File: src/rtl/sprite_port_mailbox.sv
// HW/SW mailbox for sprite words. A captured word set is double-buffered and
// committed to the frame displayer atomically on a frame boundary.
module sprite_port_mailbox #(
    parameter int NUM_PORTS   = 16,
    parameter int PORT_WIDTH  = 32,
    parameter int STALE_WIDTH = 8
) (
    input  logic                            clk,
    input  logic                            reset,
    input  logic [NUM_PORTS*PORT_WIDTH-1:0] to_hw_port,
    input  logic [1:0]                      to_hw_sig,
    input  logic                            frame_start,
    output logic [1:0]                      to_sw_sig,
    output logic [NUM_PORTS*PORT_WIDTH-1:0] port_out,
    output logic                            commit_pulse,
    output logic [STALE_WIDTH-1:0]          stale_frames
);
    localparam int BANK_WIDTH = NUM_PORTS * PORT_WIDTH;

    localparam logic [1:0] CMD_IDLE     = 2'b00;
    localparam logic [1:0] CMD_REQUEST  = 2'b01;
    localparam logic [1:0] CMD_RESERVED = 2'b10;
    localparam logic [1:0] CMD_ABORT    = 2'b11;

    localparam logic [1:0] STS_IDLE      = 2'b00;
    localparam logic [1:0] STS_CAPTURED  = 2'b01;
    localparam logic [1:0] STS_COMMITTED = 2'b10;

    typedef enum logic [1:0] {
        ST_IDLE,
        ST_PENDING,
        ST_DONE
    } state_t;

    state_t                  state;
    state_t                  next_state;
    logic                    capture;
    logic                    commit;
    logic [1:0]              next_sw_sig;
    logic [BANK_WIDTH-1:0]   shadow;

    always_comb begin
        // NOTE: every signal gets a default before the case so no path infers a latch.
        next_state = state;
        capture    = 1'b0;
        commit     = 1'b0;
        case (state)
            ST_IDLE: begin
                if (to_hw_sig == CMD_REQUEST) begin
                    capture    = 1'b1;
                    next_state = ST_PENDING;
                end
            end
            ST_PENDING: begin
                // Abort beats a coincident frame_start; the reserved code freezes the handshake.
                if (to_hw_sig == CMD_ABORT) begin
                    next_state = ST_IDLE;
                end else if (frame_start && (to_hw_sig != CMD_RESERVED)) begin
                    commit     = 1'b1;
                    next_state = ST_DONE;
                end
            end
            ST_DONE: begin
                if ((to_hw_sig == CMD_IDLE) || (to_hw_sig == CMD_ABORT)) begin
                    next_state = ST_IDLE;
                end
            end
            default: next_state = ST_IDLE;
        endcase
    end

    always_comb begin
        next_sw_sig = STS_IDLE;
        case (next_state)
            ST_PENDING: next_sw_sig = STS_CAPTURED;
            ST_DONE:    next_sw_sig = STS_COMMITTED;
            default:    next_sw_sig = STS_IDLE;
        endcase
    end

    always_ff @(posedge clk) begin
        // NOTE: sequential state uses non-blocking assignments so every flop samples pre-edge values.
        if (reset) begin
            state        <= ST_IDLE;
            to_sw_sig    <= STS_IDLE;
            commit_pulse <= 1'b0;
            stale_frames <= '0;
            // NOTE: both banks are cleared because the displayer must see zeros out of reset.
            shadow       <= '0;
            port_out     <= '0;
        end else begin
            state        <= next_state;
            to_sw_sig    <= next_sw_sig;
            commit_pulse <= commit;
            if (capture) begin
                shadow <= to_hw_port;
            end
            if (commit) begin
                port_out <= shadow;
            end
            if (commit) begin
                stale_frames <= '0;
            end else if (frame_start && !(&stale_frames)) begin
                stale_frames <= stale_frames + STALE_WIDTH'(1);
            end
        end
    end

endmodule

File: config.mk
export PLATFORM = sky130hd
export DESIGN_NAME = sprite_port_mailbox
export DESIGN_NICKNAME = d
export VERILOG_FILES = /design/src/rtl/sprite_port_mailbox.sv
export SDC_FILE = /design/constraint.sdc
export NUM_CORES = 2
export LEC_CHECK = 0
export ABC_AREA = 1
export ABC_CLOCK_PERIOD_IN_PS = 2700
export CAP_MARGIN = 20
export CORE_AREA = 3 3 399 401
export CTS_BUF_LIST = sky130_fd_sc_hd__clkbuf_16
export DETAILED_ROUTE_END_ITERATION = 8
export DIE_AREA = 0 0 402 404
export GPL_ROUTABILITY_DRIVEN = 0
export PLACE_DENSITY = 0.41
export SYNTH_ARGS = -nofsm -noshare
export SYNTH_HDL_FRONTEND = slang
export SYNTH_SLANG_ARGS = --single-unit
export TNS_END_PERCENT = 100
File: constraint.sdc
create_clock -name clk -period 2.7 [get_ports clk]
set_input_delay 0.405 -clock clk [delete_from_list [all_inputs] [get_ports clk]]
set_output_delay 0.405 -clock clk [all_outputs]
set_load 0.02 [all_outputs]
==> results.md <==
* Status: completed
* HP Class: input port to register
* Total power at 33.9 mW
* DP Worst Slack at 32.5 ps
* Crit path buf inv count at 1
* Core area at 0.156 sq mm
* Post-synth cell types at 19
* Number of max-cap violations at 0
* Total GRT Usage at 17.0%
* Remaining routing DRC violations at 0
* Top delay family on crit path: buffers and inverters
* Kind of critical path: register to output port
* Arr. time, crit path at 1880 ps
* Count leader, synth: nand2_1
* Clock Path Buffers at 3
* Largest area contributor in the netlist: dfxtp_1
* Ys flop type: dfxtp_1
* Max IR drop VDD at 512 uV
* Fillers at 16,710
* Minimum clock period at 2290 ps
* Synthesized cell area at 0.0345 sq mm
* Post-synth top cells: nand2_1 (1,502), dfxtp_1 (1,037), nor2_1 (981)
* CTS sink count at 1,037
* Root Buffer Master: clkbuf_16
* Leading post-synthesis cells by cell area: dfxtp_1 (60%), nand2_1 (16%), nor2_1 (11%)
* Crit-path slowest cell: clkdlybuf4s50_1
* Skew final at 61.1 ps
* Die width at 402 um
* Worst EP required at 2300 ps
* Fin nets at 5,987
* Reg clk slew, reported paths at 60 ps
* Async SR Flop Fraction at 0%
* Critical path peak fanout at 6
* Drt wl/cell at 18.9 um
* P_leak at 21.4 nW
* DR iter-0 viols at 1,559
* Vias in the first global route at 30,196
* Slowest stage delay, CP at 720 ps
* Syn avg cell area at 7.76 sq um
* Largest net degree at the start of global routing at 116
* Die area at 0.162 sq mm
* Cell count after synthesis at 4,448
* Final worst-path setup slack at 414 ps
* P&R area growth vs syn at 49.5%
* Max Fclk at 437 MHz
* P per Cell Area at 658 mW/mm^2
* Sequential area share after synthesis at 60.2%
* Final Cycle Share at 84.7%
* Initial antenna violation count at 24
* PortBufs at 1,039
* Worst-Margin Slew at 640 ps
* Synth warn at 0
* CP cell instances: clkdlybuf4s50_1
* Final setup viols at 0
* First-pass GRT wire length at 207 mm
* Remaining global-route overflow at 0
* CP Launch Type: register
* Setup_tns at 0 ps
* Syn nets at 4,969
* RSZ-0062 raised after global routing: no
* Number of synthesized register bits at 1,037
* Setup crit end kind: output port
* Worst slew margin at 57.4%
* Synth top area share at 60.2%
* Pre-antenna DRT Iters at 5
* Post-synth EDFFs at 0
* Total number of vias at 31,271
* Post-CTS setup buffer count at 0
* FF+latch area at 0.0208 sq mm
* Site row count at 145
* Via-per-instance ratio at 4.10
* DRT Wirelength at 144 mm
* CTS HTree Levels at 3
* Post-CTS Resized at 0
* Final Max Tran Viols at 0
* Starting Density at 22.1%
* Antenna violation net count after detailed routing at 0
* Share of post-route cells with drive strength above 1 at 5.39%
* I/O pins at 1,040
* Total CTS buffers at 118
* Multi-input gate area at 0.0124 sq mm
* Final Hold Fails at 0
* DP Wirelength at 105 mm
* Die Y at 404 um
* CTS tree: done
* Clk Latency, worst-skew pair at 730 ps
* Hold buffer count at cts at 0
-- stage by stage --
stage | instance area, sq um | hold slack [ps] | utilization [%] | std cells
global route | 51600 | 260 | 33.0 | 7629
floorplan | 34500 | 420 | - | 4448
finish | 51600 | 301 | 33.0 | 7634
global placement | 48000 | 424 | 30.8 | 7404
detailed placement | 48000 | 429 | 30.8 | 7404
CTS | 51500 | 201 | 33.0 | 7621
-- worst min-delay path, cell delays in order --
cell and delay [ps]:
clkdlybuf4s50_1 390, o21ai_0 150, nor2_1 40
-- state kept, by name, summed over array words and instances (netlist names) --
signal / flops
stale_frames: 8
port_out: 512
commit_pulse: 1
to_sw_sig: 2
state: 2
shadow: 512
-- report_power, final --
part | total (mW) | switching [mW] | internal, mW
Combinational | 2.88 | 1.48 | 1.39
Sequential | 16.3 | 0.316 | 15.9
Clock | 14.8 | 6.69 | 8.10
Total | 33.9 | 8.49 | 25.4
-- routing by layer --
layer,vias to the layer above,routed length [um],GRT usage (%)
li1,15897,-,-
met1,14342,60800,20.5
met2,825,68900,28.9
met3,193,10700,5.43
met4,14,3450,4.86
met5,-,92,0
-- placed cells by master (no fill, tap or decap) --
cell,Yosys,layout
nand3_4,0,1
clkinvlp_4,0,2
clkinv_16,0,4
a31oi_1,1,1
inv_8,0,3
nand4_1,5,5
nand2_1,1502,1501
buf_12,0,49
ha_1,4,4
diode_2,0,13
dfxtp_1,1037,1037
nand3b_1,1,1
nand2_2,0,1
o21ai_0,542,542
clkinv_1,1,30
nand3_1,7,6
bufinv_16,0,2
clkinv_4,0,1
clkinv_2,0,20
nor2_1,981,980
buf_4,4,94
clkdlybuf4s50_1,0,1039
inv_1,43,80
a21oi_1,36,36
nor3_1,1,1
inv_6,0,3
nor2_4,0,1
clkbuf_16,0,118
nor3_2,1,1
-- cells by family after synthesis --
group           share of synthesized area, %
simple gates                            27.3
buf+inv                                 4.01
fa+ha+maj                              0.145
flops                                   60.2
compound gates                          8.40
-- path summary, 6_finish.rpt --
| check | endpoint | from | slack (ps) | cells past startpoint |
|---|---|---|---|---|
| max | stale_frames[2] | stale_frames[2] | 410 | 1 |
| min | shadow[386] | to_hw_port[386] | 300 | 3 |
| max reg2reg | stale_frames[0] | state[1] | 770 | 9 |
| min reg2reg | port_out[96] | shadow[96] | 390 | 2 |
-- layout make-up --
type	count	share of cell area [%]
clock inverter	99	1.13
antenna	13	0.0631
tap	2058	4.99
sequential	1037	40.3
multi-input combinational	3081	24.0
inverter	46	0.379
clock buffer	118	5.73
timing repair buffer	1182	23.4
Power figures use the tool's default switching activity.
